`src/rtl/nibble_serial_adder.sv`:
```
// nibble_serial_adder: streams two W-bit operands, one nibble per cycle,
// through an external 4-bit ripple-carry adder stage. The carry is chained
// through a register, and the wide sum, carry-out and signed overflow are
// assembled here.
module nibble_serial_adder #(
  parameter  int NIBBLES = 4,
  localparam int W       = 4 * NIBBLES
) (
  input  logic         clk,
  input  logic         rst_n,
  input  logic         start,
  input  logic [W-1:0] op_a,
  input  logic [W-1:0] op_b,
  input  logic         cin,
  output logic         busy,
  output logic         done,
  output logic [W-1:0] sum,
  output logic         cout,
  output logic         ovf,
  output logic [3:0]   add_a,
  output logic [3:0]   add_b,
  output logic         add_ci,
  input  logic [3:0]   add_s,
  input  logic         add_co
);

  localparam int IDX_W = $clog2(NIBBLES);

  typedef enum logic [1:0] {
    IDLE = 2'd0,
    RUN  = 2'd1,
    DONE = 2'd2
  } state_t;

  state_t             state_q, state_d;
  logic [W-1:0]       a_sh_q, a_sh_d;
  logic [W-1:0]       b_sh_q, b_sh_d;
  logic [W-1:0]       sum_sh_q, sum_sh_d;
  logic               carry_q, carry_d;
  logic [IDX_W-1:0]   idx_q, idx_d;
  logic               a_msb_q, a_msb_d;
  logic               b_msb_q, b_msb_d;
  logic [W-1:0]       sum_q, sum_d;
  logic               cout_q, cout_d;
  logic               ovf_q, ovf_d;
  logic               last_nib;

  assign last_nib = (idx_q == IDX_W'(NIBBLES - 1));

  // Next-state, datapath update and adder-stage drive for the serial add.
  always_comb begin
    state_d  = state_q;
    a_sh_d   = a_sh_q;
    b_sh_d   = b_sh_q;
    sum_sh_d = sum_sh_q;
    carry_d  = carry_q;
    idx_d    = idx_q;
    a_msb_d  = a_msb_q;
    b_msb_d  = b_msb_q;
    sum_d    = sum_q;
    cout_d   = cout_q;
    ovf_d    = ovf_q;
    add_a    = 4'd0;
    add_b    = 4'd0;
    add_ci   = 1'b0;

    case (state_q)
      IDLE: begin
        if (start) begin
          a_sh_d   = op_a;
          b_sh_d   = op_b;
          carry_d  = cin;
          idx_d    = '0;
          a_msb_d  = op_a[W-1];
          b_msb_d  = op_b[W-1];
          sum_sh_d = '0;
          state_d  = RUN;
        end
      end

      RUN: begin
        add_a    = a_sh_q[3:0];
        add_b    = b_sh_q[3:0];
        add_ci   = carry_q;
        a_sh_d   = {4'd0, a_sh_q[W-1:4]};
        b_sh_d   = {4'd0, b_sh_q[W-1:4]};
        sum_sh_d = {add_s, sum_sh_q[W-1:4]};
        carry_d  = add_co;
        idx_d    = idx_q + IDX_W'(1);
        if (last_nib) begin
          // Top nibble: the shifted-in add_s completes the wide sum, and its
          // bit 3 is the result sign used for the overflow test.
          sum_d   = {add_s, sum_sh_q[W-1:4]};
          cout_d  = add_co;
          ovf_d   = (a_msb_q == b_msb_q) && (add_s[3] != a_msb_q);
          idx_d   = '0;
          state_d = DONE;
        end
      end

      DONE: begin
        state_d = IDLE;
      end

      default: begin
        state_d = IDLE;
      end
    endcase
  end

  // State and datapath registers; reset clears everything and aborts a run.
  always_ff @(posedge clk or negedge rst_n) begin
    if (!rst_n) begin
      state_q  <= IDLE;
      a_sh_q   <= '0;
      b_sh_q   <= '0;
      sum_sh_q <= '0;
      carry_q  <= 1'b0;
      idx_q    <= '0;
      a_msb_q  <= 1'b0;
      b_msb_q  <= 1'b0;
      sum_q    <= '0;
      cout_q   <= 1'b0;
      ovf_q    <= 1'b0;
    end else begin
      state_q  <= state_d;
      a_sh_q   <= a_sh_d;
      b_sh_q   <= b_sh_d;
      sum_sh_q <= sum_sh_d;
      carry_q  <= carry_d;
      idx_q    <= idx_d;
      a_msb_q  <= a_msb_d;
      b_msb_q  <= b_msb_d;
      sum_q    <= sum_d;
      cout_q   <= cout_d;
      ovf_q    <= ovf_d;
    end
  end

  assign busy = (state_q == RUN);
  assign done = (state_q == DONE);
  assign sum  = sum_q;
  assign cout = cout_q;
  assign ovf  = ovf_q;

endmodule

```
`config.mk`:
```
export PLATFORM = sky130hd
export DESIGN_NAME = nibble_serial_adder
export DESIGN_NICKNAME = d
export VERILOG_FILES = /design/src/rtl/nibble_serial_adder.sv
export SDC_FILE = /design/constraint.sdc
export NUM_CORES = 1
export LEC_CHECK = 0
export CORE_MARGIN = 1
export CORE_UTILIZATION = 60
export DETAILED_ROUTE_END_ITERATION = 7
export DONT_BUFFER_PORTS = 1
export PLACE_DENSITY = 0.72
export SLEW_MARGIN = 20
export SYNTH_ARGS = -nofsm -noshare
export SYNTH_HDL_FRONTEND = slang
export SYNTH_SLANG_ARGS = --single-unit
```
`constraint.sdc`:
```
create_clock -name clk -period 3.3 [get_ports clk]
set_clock_uncertainty 0.2 [all_clocks]
set_input_delay 0.66 -clock clk [delete_from_list [all_inputs] [get_ports clk]]
set_output_delay 0.66 -clock clk [all_outputs]
set_load 0.02 [all_outputs]
```
==> results by group, run 1 <==
Status
  – Status: finished with violations
  – Failing checks: hold timing

Synthesis
  – Avg Cell Area, Syn: between 10 and 15 sq um
  – Main area contributors after synthesis: dfrtp_1 57%, mux2_2 6.3%, o21ai_0 5.3%
  – Syn Nets: roughly 300
  – Flops & latches, synth: 69
  – Cell variety after synth: 23
  – Cell taking the most area after synthesis: dfrtp_1
  – Post-synth top area share: roughly 57%
  – Yosys warns: 0
  – Seq/Total Area, Yosys: 57.2%
  – Synthesized instance count: between 200 and 300
  – Cell area after synthesis: 3020 sq um

Drt
  – Final wirelength: 5670 um
  – Post-DRT Antenna Nets: 0
  – Via Count: around 1900
  – TritonRoute pass-1 iters: 4
  – Vias/cell: around 5.8
  – DRT iter0 DRCs: 151
  – Routed len/inst: roughly 17 um
  – Residual DRC count: 0

Global route
  – Vias in the first global route: 1809
  – GR Util All Layers: roughly 24%
  – Largest net degree at the start of global routing: 70
  – GRT overflow: 0
  – Initial antenna violation count: 0
  – First-pass GRT wire length: slightly above 9000 um

Floorplan
  – Core Region: approximately 4800 sq um
  – FP Rows: 25
  – # IOs: 70
  – Die Wd: 72.9 um
  – Die height: 72.9 um
  – Starting Density: between 60 and 70%
  – Die area: between 5000 and 6000 sq um

Cells and area
  – Layout cells sized above 1: between 10% and 20%
  – Filler Cell Count: around 360
  – Total inserted antenna cells: 0
  – Synthesis-to-layout area growth: 7.13%
  – Nets: 295

Clock tree
  – Setup Fix Bufs, Post-CTS: 0
  – Worst skew pair latency: about 0.34 ns
  – H-Tree Depth: 3
  – Root buffer cell: clkbuf_8
  – Clk slew on worst S/H paths: roughly 0.08 ns
  – CTS Hold Buffers Added: 1
  – CTS tree: yes
  – Clk sinks: 69
  – Max Root-Sink Buffers: 2
  – Resize count post-CTS: 0
  – Total CTS buffers: 9

Power and ir drop
  – Internal power: about 2 mW
  – Worst vdd ir: ~0.00053 V
  – Switching share of power: between 30% and 40%
  – Switching power total: between 1 and 1.5 mW
  – Comb pwr share: between 20 and 30%
  – Clk pwr share: about a quarter
  – Pwr dens: approximately 1000 nW/um^2
  – Leakage Power: 1.50 nW
  – Sequential share of power: between 40% and 50%

Timing
  – Final min period: roughly 2.8 ns
  – Worst-margin pin slew: roughly 1 ns
  – Final TNS setup: 0 ns
  – Achievable Freq: ~0.35 GHz
  – Hold slack: -0.00854 ns
  – Final Hold Fails: 16
  – Post-route clock period utilization: a little under nine tenths
  – Pins Over Slew Limit: 0
  – Final setup viols: 0
  – Unrepaired setup endpoints after global routing: no
  – Max_slew headroom: 34.2%

Setup path
  – Data required, critical path: 2.44 ns
  – Worst Path Max Fanout: 24
  – Critical Path Sink Type: primary output
  – Startpoint Class: flip-flop
  – Arrival time at the worst endpoint: 1.96 ns
  – CP Class: reg -> out

Placed design
  – Detailed placer's ending HPWL: 3460 um
  – IO Port Bufs: 0
  – GPL Wtd Cong: a little over 0.7

Hold path
  – Worst hold path type: in -> async

Job
  – Max-Cap Viols: 0
-- layout make-up --
class	count	area, sq um	area share (%)
tap	67	83.8	2.59
timing repair buffer	4	50.0	1.55
clock inverter	7	98.8	3.06
inverter	2	7.51	0.232
multi-input combinational	167	1140	35.3
clock buffer	9	124	3.83
sequential	69	1730	53.4
-- registers in the layout, summed over array words and instances, names as in the netlist --
register  count
idx_q         2
state_q       2
a_msb_q       1
a_sh_q       16
b_msb_q       1
sum          16
cout          1
ovf           1
b_sh_q       16
carry_q       1
sum_sh_q     12
-- kinds of logic after synthesis --
group	share of synthesized area, %
AOI/OAI and AO/OA	17.1
adders and majority gates	0.415
buffers and inverters	4.94
DFF	57.2
muxes	7.34
and+or+nand+nor	12.9
-- layout by cell type, fill, tap and decap left out, types with 3 or more instances in the layout --
cell | netlist | final
dfrtp_1 | 69 | 69
and2_1 | 9 | 9
a22o_1 | 16 | 16
buf_4 | 4 | 3
nand2_1 | 33 | 33
a22oi_1 | 15 | 15
clkbuf_8 | 0 | 9
and2b_1 | 4 | 4
a21oi_1 | 17 | 17
nor2b_1 | 3 | 3
and3b_1 | 11 | 11
mux2_2 | 17 | 17
o21ai_0 | 32 | 32
-- per-layer routing --
layer	vias to the layer above	part of all wire (%)	GRT usage, %
met5	-	0	0
met4	0	2.1	11.8
met3	11	7.9	6.63
met2	66	44	33.0
met1	916	46	35.4
li1	903	-	-
-- cells in the mapped netlist --
cell type,number
dfrtp_1,69
nand2_1,33
o21ai_0,32
a21oi_1,17
mux2_2,17
a22o_1,16
a22oi_1,15
and3b_1,11
and2_1,9
buf_2,8
buf_6,5
and2b_1,4
buf_4,4
clkbuf_1,4
nor2b_1,3
inv_1,2
mux2_4,2
nor2_1,2
nor2b_4,2
and2b_4,1
ha_1,1
nand3b_4,1
o21bai_4,1
-- stage by stage --
| step | power (mW) | util (%) | cell area [sq um] | std cells | setup slack [ns] |
|---|---|---|---|---|---|
| 4_1_cts | 3.27 | 67.5 | 3230 | 325 | 0.471 |
| 3_5_place_dp | 2.49 | 62.3 | 2980 | 308 | 0.849 |
| 5_1_grt | 3.45 | 67.5 | 3230 | 325 | 0.348 |
| 3_3_place_gp | 2.44 | 62.3 | 2980 | 308 | 0.885 |
| 2_1_floorplan | 2.35 | - | 3020 | 259 | 1.20 |
| 6_report | 3.24 | 67.5 | 3230 | 325 | 0.477 |
-- path summary, 6_finish.rpt --
| kind | startpoint | to | slack (ns) | cells after the start |
|---|---|---|---|---|
| hold / removal | rst_n | b_sh_q[2] | -0.009 | 1 |
| setup reg to reg | state_q[0] | b_sh_q[13] | 1.18 | 2 |
| hold reg to reg | b_sh_q[3] | b_sh_q[3] | 0.27 | 2 |
| min in group clk | op_b[15] | b_sh_q[15] | 0.25 | 1 |
| max in group asynchronous | rst_n | a_sh_q[4] | 2.63 | 1 |
| setup / recovery | state_q[0] | add_ci | 0.48 | 2 |
-- power by group through the flow --
stage / combinational (mW) / sequential [mW] / clock, mW
global placement: 0.876 / 1.57 / 0
floorplan: 0.881 / 1.47 / 0
global route: 1.04 / 1.61 / 0.804
detailed placement: 0.908 / 1.58 / 0
finish: 0.916 / 1.56 / 0.762
CTS: 0.932 / 1.56 / 0.771
-- critical path, cell delays in order, from the launching register on --
cell,delay (ns)
dfrtp_1,0.81
and2b_4,0.49
and2_1,0.31
Note: power is estimated with default switching activity, not from simulation.
==> run 2, diff against run 1 <==
--- a/config.mk
+++ b/config.mk
@@ -9,6 +9,7 @@
 export CORE_UTILIZATION = 60
 export DETAILED_ROUTE_END_ITERATION = 7
 export DONT_BUFFER_PORTS = 1
+export HOLD_SLACK_MARGIN = 0.06
 export PLACE_DENSITY = 0.72
 export SLEW_MARGIN = 20
 export SYNTH_ARGS = -nofsm -noshare
==> run 2 against run 1 <==
Compared with the run above: the run now ends clean; fmax is 0.20% higher; non-clock buffer count increased by 1; sequential cell count is the same; routed wire length down 0.23%; global-route usage shrank 0.060 points; critical path depth unchanged; sequential share of layout area fell by 0.16 points; count of clock-buffer cells in the layout unchanged; clock power is essentially flat; first-iteration DRC count up 13%; worst setup slack improved by 0.0055 ns.
==> results by group, run 2 (same netlist as run 1, synthesis figures left out) <==
Placed design
  – IO Port Bufs: 0 (unchanged)
  – DP Area: 2980 sq um (unchanged)
  – GPL Wtd Cong: 0.719 (unchanged)
  – Detailed placer's ending HPWL: 3460 um (unchanged)
  – Placed insts: 308 (unchanged)

Setup path
  – Worst reg2reg path depth: 3 (+1)
  – CP startpoint: state_q[0]
  – Startpoint Class: flip-flop
  – Critical Path Sink Type: primary output
  – Data required, critical path: 2.44 ns (about the same)
  – Worst R2R Start: state_q[0]
  – Arrival time at the worst endpoint: 1.96 ns (about the same)
  – Worst Path Max Fanout: 24 (unchanged)
  – CP Class: reg -> out

Global route
  – GRT overflow: 0 (unchanged)
  – Initial antenna violation count: 0 (unchanged)
  – GR Util All Layers: 24.0% (-0.060 points)
  – Vias in the first global route: 1822 (+0.72%)
  – Largest net degree at the start of global routing: 70 (unchanged)
  – First-pass GRT wire length: 9340 um (about the same)

Timing
  – Final Hold Fails: 0 (-16)
  – Max_slew headroom: 35.2% (+0.94 points)
  – Pins Over Slew Limit: 0 (unchanged)
  – Final TNS setup: 0 ns (unchanged)
  – Final setup viols: 0 (unchanged)
  – Post-route clock period utilization: 85.4% (-0.17 points)
  – Unrepaired setup endpoints after global routing: no
  – Achievable Freq: 0.355 GHz (+0.20%)
  – Worst-margin pin slew: 0.970 ns (-0.0140 ns)
  – Final min period: 2.82 ns (-0.00551 ns)
  – Hold slack: 0.252 ns (+0.261 ns)

Clock tree
  – Max Root-Sink Buffers: 2 (unchanged)
  – Clk slew on worst S/H paths: 0.07 ns (about the same)
  – Root buffer cell: clkbuf_8
  – H-Tree Depth: 3 (unchanged)
  – Total CTS buffers: 9 (unchanged)
  – CTS tree: yes
  – Worst skew pair latency: 0.34 ns (about the same)
  – Clk sinks: 69 (unchanged)

Power and ir drop
  – Power Total: 3.24 mW (about the same)
  – Leakage Power: 1.51 nW (+0.28%)
  – Worst vdd ir: 0.000523 V (-0.31%)
  – Pwr dens: 1000 nW/um^2 (-0.37%)

Floorplan
  – Die height: 72.9 um (unchanged)
  – # IOs: 70 (unchanged)
  – Die Wd: 72.9 um (unchanged)
  – Starting Density: 63.0% (unchanged)
  – Die area: 5320 sq um (unchanged)
  – Core Region: 4790 sq um (unchanged)
  – FP Rows: 25 (unchanged)

Cells and area
  – Commonest non-fill, non-tap cells in the layout: 69 x dfrtp_1, 33 x nand2_1, 32 x o21ai_0, 17 x a21oi_1, 17 x mux2_2
  – Filler Cell Count: 359 (-1.1%)
  – Register Area: 1730 sq um (unchanged)
  – Nets: 296 (+0.34%)
  – Fin cells: 326 (+0.31%)
  – Synthesis-to-layout area growth: 7.47%
  – Multi-input gate area: 1140 sq um (unchanged)
  – Final instance area: 3240 sq um (+0.31%)
  – Total inserted antenna cells: 0 (unchanged)
  – Layout cells sized above 1: 17.0% (-0.066 points)
  – Commonest non-fill, non-tap cell in the layout: dfrtp_1

Drt
  – Via Count: 1914 (+0.95%)
  – Vias/cell: 5.87 (+0.64%)
  – Metal-1 WL: 2590 um (-1.6%)
  – Routed len/inst: 17.3 um (-0.54%)
  – Routed wl met3: 441 um (-2.0%)
  – Post-DRT Antenna Nets: 0 (unchanged)
  – TritonRoute pass-1 iters: 4 (unchanged)
  – Metal2 WL: 2510 um (+1.6%)
  – DRT iter0 DRCs: 170 (+13%)
  – Top Metal Used: met4
  – Final wirelength: 5660 um (-0.23%)
  – Residual DRC count: 0 (unchanged)

Hold path
  – Hold Path Origin: op_b[15]
  – Worst hold stages: 1
  – Worst hold path type: in -> reg

Job
  – Max-Cap Viols: 0 (unchanged)

Status
  – Status: completed
-- run 2: per-stage QoR --
| stage | utilization [%] | setup WS (ns) |
|---|---|---|
| after floorplan | - | 1.20 |
| after global placement | 62.3 | 0.885 |
| after detailed placement | 62.3 | 0.849 |
| after CTS | 67.7 | 0.471 |
| after global routing | 67.7 | 0.348 |
| final | 67.7 | 0.482 |
-- run 2: area by class of cell --
type	count	area share [%]
clock buffers	9	3.82
inverters	2	0.232
multi-input cells	167	35.2
clock inverters	7	3.05
flip-flops and latches	69	53.3
well taps	67	2.59
repair buffers	5	1.85
-- run 2: path summary, 6_finish.rpt --
| check | to | slack, ns |
|---|---|---|
| min | b_sh_q[15] | 0.25 |
| max | add_ci | 0.48 |
| min in group asynchronous | b_sh_q[5] | 0.67 |
| min reg2reg | b_sh_q[3] | 0.27 |
| max reg2reg | b_msb_q | 1.20 |
| max in group asynchronous | state_q[0] | 1.95 |
-- run 2: what timing repair did --
item                                    in CTS  in global routing
buffers inserted                             0                  0
endpoints found under the setup margin       0                  0
hold buffers                                 2                  0
resized for setup                            0                  0
endpoints found under the hold margin       69                  0
-- run 2: critical path, stage by stage, from the launching register on --
cell	delay (ns)
dfrtp_1	0.81
and2b_4	0.48
and2_1	0.31
-- run 2: power by group --
part | total (mW) | internal (mW) | switching (mW)
sequential | 1.56 | 1.20 | 0.366
combinational | 0.916 | 0.417 | 0.499
clock | 0.761 | 0.429 | 0.332
total | 3.24 | 2.04 | 1.20
-- run 2: routing by layer --
layer / up-vias / global-route usage (%)
met4: 0 / 11.8
met1: 932 / 35.3
met5: - / 0
met3: 11 / 6.49
li1: 906 / -
met2: 65 / 33.0
==> run 3, diff against run 2 <==
--- a/config.mk
+++ b/config.mk
@@ -5,12 +5,12 @@
 export SDC_FILE = /design/constraint.sdc
 export NUM_CORES = 1
 export LEC_CHECK = 0
+export BUFFER_PORTS_ARGS = -buffer_cell sky130_fd_sc_hd__buf_2
 export CORE_MARGIN = 1
-export CORE_UTILIZATION = 60
+export CORE_UTILIZATION = 57
 export DETAILED_ROUTE_END_ITERATION = 7
-export DONT_BUFFER_PORTS = 1
 export HOLD_SLACK_MARGIN = 0.06
-export PLACE_DENSITY = 0.72
+export PLACE_DENSITY = 0.8
 export SLEW_MARGIN = 20
 export SYNTH_ARGS = -nofsm -noshare
 export SYNTH_HDL_FRONTEND = slang
==> run 3 against run 2 <==
Compared with the run above: core utilization is 1.6 points higher; final cell count is 22% higher; routed wire length is 5.8% higher; die area is 5.1% higher; power is 0.72% higher; non-clock buffer count is 71 higher; clock power is 19% lower; largest cell class unchanged.
==> results by group, run 3 (same netlist as run 1, synthesis figures left out) <==
Status
  – Status: completed

Floorplan
  – Core Region: 5110 sq um (+6.7%)
  – Die height: 74.8 um (+2.5%)
  – # IOs: 70 (unchanged)
  – Starting Density: 59.1% (-4.0 points)
  – Die Wd: 74.8 um (+2.5%)
  – FP Rows: 26 (+4.0%)
  – Die area: 5590 sq um (+5.1%)

Clock tree
  – Setup Fix Bufs, Post-CTS: 0 (unchanged)
  – Total CTS buffers: 9 (unchanged)
  – CTS tree: yes
  – Worst skew pair latency: 0.33 ns (about the same)
  – H-Tree Depth: 3 (unchanged)
  – Clk sinks: 69 (unchanged)
  – Resize count post-CTS: 0 (unchanged)
  – Clk slew on worst S/H paths: 0.07 ns (about the same)
  – Root buffer cell: clkbuf_8
  – Max Root-Sink Buffers: 2 (unchanged)

Power and ir drop
  – Switching share of power: 36.8% (-0.12 points)
  – Pwr dens: 922 nW/um^2 (-7.8%)
  – Switching power total: 1.20 mW (+0.38%)
  – Internal power: 2.06 mW (+0.92%)
  – Clk pwr share: 18.9% (-4.6 points)
  – Leakage Power: 1.79 nW (+19%)
  – Comb pwr share: 37.5% (+9.2 points)
  – Sequential share of power: 43.7% (-4.5 points)
  – Worst vdd ir: 0.000518 V (-1.0%)
  – Power Total: 3.26 mW (+0.72%)

Global route
  – Most Used Layer, Global Route: met1
  – GR Util All Layers: 23.6% (-0.40 points)
  – Vias in the first global route: 1889 (+3.7%)
  – Met3 usage: 6.83% (+0.34 points)
  – First-pass GRT wire length: 9490 um (+1.6%)
  – Largest net degree at the start of global routing: 37 (-47%)
  – Initial antenna violation count: 0 (unchanged)
  – GRT overflow: 0 (unchanged)
  – GR met1 Demand/Resource: 35.3% (about the same)
  – Met2 usage: 32.0% (-0.99 points)

Setup path
  – Data required, critical path: 2.44 ns (about the same)
  – Critical Path Sink Type: primary output
  – Arrival time at the worst endpoint: 1.74 ns (-0.22 ns)
  – Startpoint Class: flip-flop
  – CP Class: reg -> out
  – Worst Path Max Fanout: 19 (-21%)

Drt
  – Post-DRT Antenna Nets: 0 (unchanged)
  – DRT iter0 DRCs: 209 (+23%)
  – Vias/cell: 5.42 (-7.7%)
  – Final wirelength: 5990 um (+5.8%)
  – Residual DRC count: 0 (unchanged)
  – Via Count: 2163 (+13%)
  – Routed len/inst: 15.0 um (-14%)
  – TritonRoute pass-1 iters: 4 (unchanged)

Cells and area
  – Nets: 367 (+24%)
  – Layout cells sized above 1: 34.0% (+17 points)
  – Commonest non-fill, non-tap cells in the layout: 69 x dfrtp_1, 69 x buf_2, 33 x nand2_1, 32 x o21ai_0
  – Total inserted antenna cells: 0 (unchanged)
  – Synthesis-to-layout area growth: 17.4%
  – Fin cells: 399 (+22%)

Timing
  – Setup ws final: 0.698 ns (+0.216 ns)
  – Final min period: 2.60 ns (-0.216 ns)
  – Pins Over Slew Limit: 0 (unchanged)
  – Achievable Freq: 0.384 GHz (+8.3%)
  – Max_slew headroom: 59.1% (+24 points)
  – Worst-margin pin slew: 0.612 ns (-0.358 ns)
  – Post-route clock period utilization: 78.8% (-6.5 points)
  – Final setup viols: 0 (unchanged)
  – Unrepaired setup endpoints after global routing: no
  – Final TNS setup: 0 ns (unchanged)
  – Final Hold Fails: 0 (unchanged)

Placed design
  – Detailed placer's ending HPWL: 4050 um (+17%)
  – Placed insts: 383 (+24%)
  – Pre-CTS WS: 0.983 ns (+0.135 ns)
  – IO Port Bufs: 69 (+69)
  – GPL Wtd Cong: 0.802 (+11%)

Hold path
  – Worst hold path type: reg -> reg

Job
  – Max-Cap Viols: 0 (unchanged)
## run 3: cell count changes in the layout (fill, tap and decap cells not counted), sizes merged
cell,change
bufinv,-2
clkinv,-2
inv,-1
buf,+71
clkinvlp,-1
clkbuf,+5
## run 3: power groups by stage
| stage | logic [mW] | registers (mW) | clock network [mW] |
|---|---|---|---|
| 2_1_floorplan | 0.881 | 1.47 | 0 |
| 3_3_place_gp | 1.20 | 1.42 | 0 |
| 3_5_place_dp | 1.23 | 1.44 | 0 |
| 4_1_cts | 1.23 | 1.42 | 0.629 |
| 5_1_grt | 1.37 | 1.47 | 0.663 |
| 6_report | 1.22 | 1.42 | 0.617 |
## run 3: stage by stage
step / hold slack, ns / utilization [%] / cell area (sq um)
2_1_floorplan: 0.164 / - / 3020
3_3_place_gp: 0.253 / 65.7 / 3350
3_5_place_dp: 0.262 / 65.7 / 3350
4_1_cts: 0.277 / 69.3 / 3540
5_1_grt: 0.297 / 69.3 / 3540
6_report: 0.268 / 69.3 / 3540
## run 3: layout make-up
cell class	count	area, sq um
Fill cell	390	1570
Inverter	2	7.51
Sequential cell	69	1730
Clock inverter	1	5.00
Timing Repair Buffer	76	400
Tap cell	70	87.6
Clock buffer	14	173
Multi-Input combinational cell	167	1140
## run 3: routing by layer
| layer | wire length (um) | part of all wire, % | vias to the layer above |
|---|---|---|---|
| met1 | 2850 | 48 | 1040 |
| li1 | - | - | 1044 |
| met4 | 114 | 1.9 | 0 |
| met2 | 2690 | 45 | 70 |
| met3 | 328 | 5.5 | 9 |
| met5 | 0 | 0 | - |
## run 3: worst max-delay path, stage by stage, from the launching register on
cell,delay [ns]
dfrtp_1,0.63
buf_4,0.30
buf_4,0.25
nor2b_1,0.06
buf_2,0.16
## run 3: final timing paths
kind / cells after the start / slack, ns / start / end
max in group asynchronous: 3 / 1.66 / rst_n / b_sh_q[11]
setup / recovery: 4 / 0.70 / state_q[0] / done
setup reg to reg: 4 / 1.15 / state_q[0] / sum[13]
hold reg to reg: 2 / 0.27 / b_sh_q[0] / b_sh_q[0]
min in group asynchronous: 2 / 0.56 / rst_n / a_sh_q[15]
hold / removal: 2 / 0.27 / b_sh_q[0] / b_sh_q[0]
## run 3: what timing repair did
item / 4_1_cts / 5_1_grt
hold endpoints to repair: 13 / 0
hold buffers: 1 / 0
setup endpoints to repair: 0 / 0
